<file path="src/rtl/fifo_wptr_full.sv">
// Write-domain half of an asynchronous FIFO: write pointer (binary and Gray), read-pointer
// synchroniser, and the full / almost-full / fill-level / overflow status seen by the writer.
module fifo_wptr_full #(
  parameter int ADDR_WIDTH     = 4,
  parameter int SYNC_STAGES    = 2,
  parameter int ALMOST_FULL_TH = 12
) (
  input  logic                  w_clk,
  input  logic                  w_rst,
  input  logic                  winc,
  input  logic [ADDR_WIDTH:0]   rptr_gray,
  output logic                  wclken,
  output logic [ADDR_WIDTH-1:0] waddr,
  output logic [ADDR_WIDTH:0]   wptr_gray,
  output logic                  wfull,
  output logic                  walmost_full,
  output logic [ADDR_WIDTH:0]   wfill_level,
  output logic                  woverflow
);

  localparam int PW = ADDR_WIDTH + 1;

  logic [PW-1:0] wbin;
  logic [PW-1:0] wbin_next;
  logic [PW-1:0] wgray_next;
  logic [PW-1:0] rq_pipe [SYNC_STAGES];
  logic [PW-1:0] rq_sync;
  logic [PW-1:0] rbin_sync;
  logic [PW-1:0] full_match;
  logic [PW-1:0] level_next;
  logic          accept;

  // RAM-facing outputs depend only on flops and winc so they stay glitch-free for the RAM.
  assign accept     = winc & ~wfull;
  assign wclken     = accept;
  assign waddr      = wbin[ADDR_WIDTH-1:0];

  assign wbin_next  = wbin + PW'(accept);
  assign wgray_next = (wbin_next >> 1) ^ wbin_next;

  assign rq_sync    = rq_pipe[SYNC_STAGES-1];
  // Full when the write pointer is exactly one lap ahead: top two Gray bits inverted.
  assign full_match = rq_sync ^ {2'b11, {(PW-2){1'b0}}};
  assign level_next = wbin_next - rbin_sync;

  always_comb begin
    rbin_sync = '0;
    for (int i = 0; i < PW; i++) begin
      rbin_sync[i] = ^(rq_sync >> i);
    end
  end

  always_ff @(posedge w_clk) begin
    if (w_rst) begin
      wbin         <= '0;
      wptr_gray    <= '0;
      wfull        <= 1'b0;
      walmost_full <= 1'b0;
      wfill_level  <= '0;
      woverflow    <= 1'b0;
      // NOTE: the synchroniser chain is a handful of flops, not RAM, so it is reset with the rest.
      for (int i = 0; i < SYNC_STAGES; i++) begin
        rq_pipe[i] <= '0;
      end
    end else begin
      wbin         <= wbin_next;
      wptr_gray    <= wgray_next;
      wfull        <= (wgray_next == full_match);
      walmost_full <= (level_next >= PW'(ALMOST_FULL_TH));
      wfill_level  <= level_next;
      if (winc && wfull) begin
        woverflow <= 1'b1;
      end
      // NOTE: non-blocking assignments make each stage take the previous stage's old value.
      rq_pipe[0] <= rptr_gray;
      for (int i = 1; i < SYNC_STAGES; i++) begin
        rq_pipe[i] <= rq_pipe[i-1];
      end
    end
  end

endmodule
</file>
<file path="config.mk">
export PLATFORM = sky130hd
export DESIGN_NAME = fifo_wptr_full
export DESIGN_NICKNAME = d
export VERILOG_FILES = /design/src/rtl/fifo_wptr_full.sv
export SDC_FILE = /design/constraint.sdc
export NUM_CORES = 1
export LEC_CHECK = 0
export CAP_MARGIN = 20
export CORE_ASPECT_RATIO = 0.7
export CORE_MARGIN = 8
export CORE_UTILIZATION = 48
export DETAILED_ROUTE_END_ITERATION = 10
export PLACE_DENSITY = 0.77
export SLEW_MARGIN = 10
export SYNTH_ARGS = -nofsm -noshare
export SYNTH_HDL_FRONTEND = slang
export SYNTH_SLANG_ARGS = --single-unit
</file>
<file path="constraint.sdc">
create_clock -name w_clk -period 3.75 [get_ports w_clk]
set_clock_uncertainty 0.1 [all_clocks]
set_input_delay 0.75 -clock w_clk [delete_from_list [all_inputs] [get_ports w_clk]]
set_output_delay 0.75 -clock w_clk [all_outputs]
set_load 0.05 [all_outputs]
</file>
==> impl_metrics.csv, run 1 <==
group,metric,value,unit
floorplanning,coreArea,2380,µm²
critical_path,critPathLaunch,"winc",
placement,placedCellCount,173,
pwr,clkPwrFrac,17.3,%
detailed_routing,drc,0,
pwr,max-vdd-ir-drop,0.282,mV
floorplanning,fp.dieW,74.7,µm
grt,track_usage,10.5,%
synth,synth_cells,115,
detailed_routing,dr.pass1.iters,4,
sta,maxSlewViolCount,0,
pwr,p_seq_share,47.2,%
clock_tree,cts_hold_buffers,0,
clock_tree,cts_tree,"yes",
sta,post-route-period-util,86.2,%
clock_tree,clk_pin_slew,0.13,ns
critical_path,critical_path_arrival,3.33,ns
detailed_routing,vias,840,
synth,seq_area_frac_synth,46.7,%
grt,grt_pass1_vias,800,
synth,synth_cell_types,28,
pwr,p_sw_share,34.2,%
grt,grt_pass1_wl,3450,µm
critical_path,r2r-start,"wfull",
clock_tree,h-tree-depth,1,
synth,async_flop_share,0,%
synth,synth-seq-cells,27,
floorplanning,die_h,57.1,µm
placement,port-buffer-count,25,
finish,antennaDiodeCount,0,
run,drv_cap,0,
finish,drive_above_1_share,9.09,%
worst_hold_path,min_path_type,"reg2reg",
pwr,p_comb_share,35.4,%
finish,final_cells,177,
sta,fin_setup_tns,0,ns
sta,hold_viol_final,0,
placement,gp_congestion,0.834,
detailed_routing,wire_per_inst,12.2,µm
floorplanning,start_util,48.6,%
synth,synth_edf_count,0,
floorplanning,rows,15,
critical_path,criticalPathCategory,"in2reg",
detailed_routing,antenna_left,0,
clock_tree,cts_setup_buffers,0,
synth,syn_nets,129,
detailed_routing,routed_via_density,4.75,
clock_tree,clkLatencyLatePin,0.32,ns
sta,fmax,0.309,GHz
pwr,switchingPower,233,µW
sta,setup_violations,0,
finish,area_growth_syn_to_layout,28.4,%
grt,grt_max_degree,20,
grt,antenna_found_initial,0,
sta,hold_slack,0.352,ns
placement,hpwl,1720,µm
sta,rsz0062_at_grt,"false",
synth,syn_avg_cell_area,10.1,µm²
critical_path,setup.worst_path.end_class,"register",
clock_tree,cts-root-buf,"clkbuf_4",
synth,yosysWarnings,0,
floorplanning,num_io_pins,26,
synth,netlist_area,1160,µm²
clock_tree,cts_buffers,3,
synth,ys.flop_type,"dfxtp_1",
sta,fin_crit,3.23,ns
clock_tree,cts.path.max_buffers,2,
detailed_routing,routed_wl,2150,µm
floorplanning,dieArea,4270,µm²
sta,worst_slew_pin_slew,0.511,ns
finish,num-nets-final,158,
clock_tree,ctsResizeCount,0,
critical_path,cp_max_fo,6,
pwr,power.density,457,nW/µm²
worst_hold_path,min_from,"rq_pipe[0][2]",
sta,worst_slew_margin_rel,65.8,%
clock_tree,numClockSinks,27,
critical_path,worst_setup_path_start_kind,"input pin",
pwr,internal-power,448,µW
run_status,outcome,"finished clean",
grt,grt_overflow,0,
detailed_routing,drtIter0Drc,33,
pwr,p_leak,0.597,nW
critical_path,required,3.85,ns
[final timing paths]
check / cells past startpoint / to / slack (ns)
hold reg to reg: 1 / rq_pipe[0][7] / 0.35
setup reg to reg: 10 / walmost_full / 1.09
setup / recovery: 11 / walmost_full / 0.52
hold / removal: 1 / rq_pipe[0][7] / 0.35
[cells by family after synthesis]
kind of cell	Yosys count	synth area share, %
AO/OA/AOI/OAI	9	6.37
XOR/XNOR	18	16.2
adder cells (fa/ha/maj)	6	6.48
buffers and inverters	9	2.92
flip-flops	27	46.7
multiplexers	1	0.864
AND/OR/NAND/NOR	45	20.5
[area by class of cell]
class                      count  area, µm²
fill                         212        896
multi-input combinational     79        587
sequential                    27        541
timing repair buffer          28        273
tap                           34       42.5
clock buffer                   4       26.3
inverter                       5       18.8
[state kept, by name (all words and copies together), names as in the netlist]
name	cells
wbin	4
walmost_full	1
wptr_gray	5
wfill_level	5
woverflow	1
rq_pipe	10
wfull	1
[synthesized netlist by cell type, types with 2 or more instances]
library cell | instances | share of area, %
ha_1 | 6 | 6.5
xor2_1 | 7 | 5.3
nor2b_1 | 17 | 9.2
a21oi_1 | 3 | 1.3
nand2_1 | 3 | 0.97
clkbuf_1 | 3 | 0.97
nor2_1 | 15 | 4.9
xor2_2 | 2 | 2.8
nand3_1 | 3 | 1.3
xnor2_1 | 7 | 5.3
xnor2_2 | 2 | 2.8
inv_1 | 5 | 1.6
dfxtp_1 | 27 | 47
[critical path: stages]
cell             delay, ns
clkdlybuf4s50_1       0.41
nor2b_2               0.16
ha_1                  0.19
ha_1                  0.23
xor2_2                0.19
ha_1                  0.36
nor2b_1               0.17
a221oi_1              0.28
o21ai_0               0.12
a311oi_1              0.33
o22ai_1               0.13
[cell usage in the layout (no fill, tap or decap)]
master and instances:
nor4bb_1 1, ha_1 6, xor2_2 2, clkbuf_1 1, mux2i_1 1, a2111oi_2 1
dfxtp_1 27, inv_1 5, xnor2_2 2, nor2b_1 16, xor2_1 7, and2_1 1
nor4b_1 1, and3_1 1, nor2_1 15, clkdlybuf4s50_1 25, o21ai_0 1, a311oi_1 1
nor3_1 1, clkbuf_4 3, a221oi_2 1, nand2_1 3, a221oi_1 1, nor2b_2 1
nand3_1 3, xnor2_1 7, o22ai_1 1, nand2b_1 1, or3_1 1, a21oi_1 3
buf_4 3
[metal layers]
layer / vias up / wire length, µm / track usage, %
li1: 429 / - / -
met1: 383 / 962 / 11.2
met2: 24 / 994 / 17.5
met3: 4 / 164 / 4.72
met4: 0 / 33 / 4.44
met5: - / 0 / 0
[per-stage QoR]
step | worst slack, ns | area, µm² | utilization, % | power, mW
after floorplan | 0.269 | 1160 | - | 0.500
after global placement | 0.260 | 1460 | 61.3 | 0.565
after detailed placement | 0.197 | 1460 | 61.3 | 0.570
after CTS | 0.529 | 1490 | 62.4 | 0.688
after global routing | 0.381 | 1490 | 62.4 | 0.714
final | 0.517 | 1490 | 62.4 | 0.681
[power by group through the flow]
stage	Sequential (mW)	Clock, mW	Combinational (mW)
2_1_floorplan	0.403	0	0.0971
3_3_place_gp	0.328	0	0.237
3_5_place_dp	0.329	0	0.242
4_1_cts	0.322	0.123	0.243
5_1_grt	0.324	0.131	0.258
6_report	0.321	0.118	0.241
No activity file was read; power rests on OpenSTA's default activity.
==> inputs of run 2 (changes only) <==
--- a/config.mk
+++ b/config.mk
@@ -11,6 +11,7 @@
 export CORE_UTILIZATION = 48
 export DETAILED_ROUTE_END_ITERATION = 10
 export PLACE_DENSITY = 0.77
+export SETUP_SLACK_MARGIN = 0.2
 export SLEW_MARGIN = 10
 export SYNTH_ARGS = -nofsm -noshare
 export SYNTH_HDL_FRONTEND = slang
==> results of run 2 <==
No change in the layout: final DEF, timing and power equal those of run 1.
==> inputs of run 3 (changes only) <==
--- a/config.mk
+++ b/config.mk
@@ -10,7 +10,7 @@
 export CORE_MARGIN = 8
 export CORE_UTILIZATION = 48
 export DETAILED_ROUTE_END_ITERATION = 10
-export PLACE_DENSITY = 0.77
+export PLACE_DENSITY_LB_ADDON = 0.08
 export SETUP_SLACK_MARGIN = 0.2
 export SLEW_MARGIN = 10
 export SYNTH_ARGS = -nofsm -noshare
==> run 3 against run 2 <==
Register-to-register slack got worse by 0.13 ns. Setup slack got worse by 0.099 ns. Combinational power is essentially flat. Cell count up 0.56%. Wire length fell by 4.0%. Sequential cell count unchanged. Utilization is 0.31 points higher. Clock-buffer cell count stayed put. Via count fell by 1.4%. Critical endpoint unchanged. Largest cell class unchanged. Largest power group unchanged. Highest routed layer unchanged.
==> impl_metrics.csv, run 3 (same netlist as run 1, synthesis figures left out) <==
group,metric,value,unit
critical_path,criticalPathCategory,"in2reg",
grt,antenna_found_initial,0,
detailed_routing,routed_wl,2070,µm
finish,drive_above_1_share,9.72,%
finish,top_register,"rq_pipe",
placement,port-buffer-count,25,
floorplanning,coreArea,2380,µm²
placement,hpwl,1610,µm
clock_tree,clk_pin_slew,0.13,ns
sta,worst_slew_margin_rel,66.3,%
sta,maxSlewViolCount,0,
sta,worst_slew_pin_slew,0.503,ns
clock_tree,cts_hold_buffers,0,
clock_tree,cts_buffers,3,
finish,largest_register_ffs,10,
critical_path,setup.worst_path.end_class,"register",
finish,multiInputGateArea,587,µm²
grt,grt_overflow,0,
grt,grt_max_degree,17,
sta,fin_crit,3.33,ns
run,drv_cap,0,
sta,hold_slack,0.356,ns
finish,layout_common_cells,"27 x dfxtp_1, 25 x clkdlybuf4s50_1, 16 x nor2b_1",
pwr,p_leak,0.602,nW
floorplanning,die_h,57.1,µm
detailed_routing,drc,0,
placement,placedCellCount,174,
finish,reg.largest.list,"rq_pipe: 10 flops, wfill_level: 5 flops, wptr_gray: 5 flops",
worst_hold_path,min_path_type,"reg2reg",
detailed_routing,antenna_left,0,
finish,num-nets-final,159,
critical_path,crit_family,"compound AO/OA/AOI/OAI gates",
clock_tree,cts-root-buf,"clkbuf_4",
floorplanning,dieArea,4270,µm²
critical_path,path_buf_inv,1,
finish,fin_util,62.7,%
floorplanning,fp.dieW,74.7,µm
grt,grt_pass1_vias,789,
clock_tree,clkLatencyLatePin,0.32,ns
finish,area_growth_syn_to_layout,29.0,%
detailed_routing,routed_via_density,4.65,
detailed_routing,dr.pass1.iters,4,
critical_path,cp_max_fo,6,
critical_path,required,3.86,ns
sta,setup_violations,0,
clock_tree,ctsResizeCount,0,
finish,antennaDiodeCount,0,
finish,fillers,209,
sta,fmax,0.300,GHz
floorplanning,start_util,48.6,%
clock_tree,numClockSinks,27,
floorplanning,num_io_pins,26,
clock_tree,cts.path.max_buffers,2,
finish,final_cells,178,
critical_path,critical_path_arrival,3.44,ns
finish,final_common_cell,"dfxtp_1",
critical_path,critPathSlowestCell,"clkdlybuf4s50_1",
clock_tree,h-tree-depth,1,
sta,hold_viol_final,0,
sta,post-route-period-util,88.8,%
detailed_routing,drtIter0Drc,30,
critical_path,worst_setup_path_start_kind,"input pin",
run_status,outcome,"finished clean",
detailed_routing,wire_per_inst,11.6,µm
critical_path,critPathMaxStageDelay,0.41,ns
clock_tree,cts_setup_buffers,0,
pwr,max-vdd-ir-drop,0.310,mV
critical_path,cpMostUsedCell,"ha_1",
sta,rsz0062_at_grt,"false",
pwr,p_total,687,µW
detailed_routing,vias,828,
critical_path,crit_path_cell_trace,"clkdlybuf4s50_1 > nor2b_2 > ha_1 > ha_1 > xor2_2 > ha_1 > nor2b_1 > a221oi_1 > o21ai_0 > a311oi_1 > o22ai_1",
clock_tree,cts_tree,"yes",
sta,fin_setup_tns,0,ns
placement,gp_congestion,0.802,
floorplanning,rows,15,
grt,grt_pass1_wl,3500,µm
grt,track_usage,10.3,%
pwr,power.density,460,nW/µm²
finish,layout.area.seq,541,µm²
run 3: cell types whose count changed in the layout (fill, tap and decap cells not counted):
cell and change:
buf_4 +1
run 3: worst paths after layout:
kind / startpoint / end / slack [ns] / cells past startpoint
worst max-delay path: winc / walmost_full / 0.42 / 11
worst min-delay path: rq_pipe[0][3] / rq_pipe[0][8] / 0.36 / 1
worst max register to register: wfull / walmost_full / 0.96 / 10
worst min register to register: rq_pipe[0][3] / rq_pipe[0][8] / 0.36 / 1
run 3: area by class of cell:
| class | instances | area share (%) |
|---|---|---|
| multi-input cells | 79 | 39.2 |
| repair buffers | 29 | 18.7 |
| flip-flops and latches | 27 | 36.2 |
| inverters | 5 | 1.26 |
| well taps | 34 | 2.85 |
| clock buffers | 4 | 1.76 |
run 3: metal layers:
layer | vias up | global-route usage, % | wire length, µm
li1 | 428 | - | -
met1 | 376 | 13.1 | 1020
met2 | 20 | 15.5 | 884
met3 | 4 | 4.37 | 147
met4 | 0 | 2.50 | 17
met5 | - | 0 | 0
run 3: power breakdown:
part	leakage [nW]	total (mW)	internal, mW	switching, mW
sequential	0.222	0.321	0.313	0.00819
combinational	0.365	0.243	0.0956	0.148
clock	0.0150	0.123	0.0417	0.0814
total	0.602	0.687	0.450	0.237
run 3: through the flow:
stage | instance area (µm²) | setup WS [ns]
4_1_cts | 1500 | 0.473
3_5_place_dp | 1470 | 0.132
2_1_floorplan | 1160 | 0.269
6_report | 1500 | 0.419
3_3_place_gp | 1470 | 0.250
5_1_grt | 1500 | 0.200
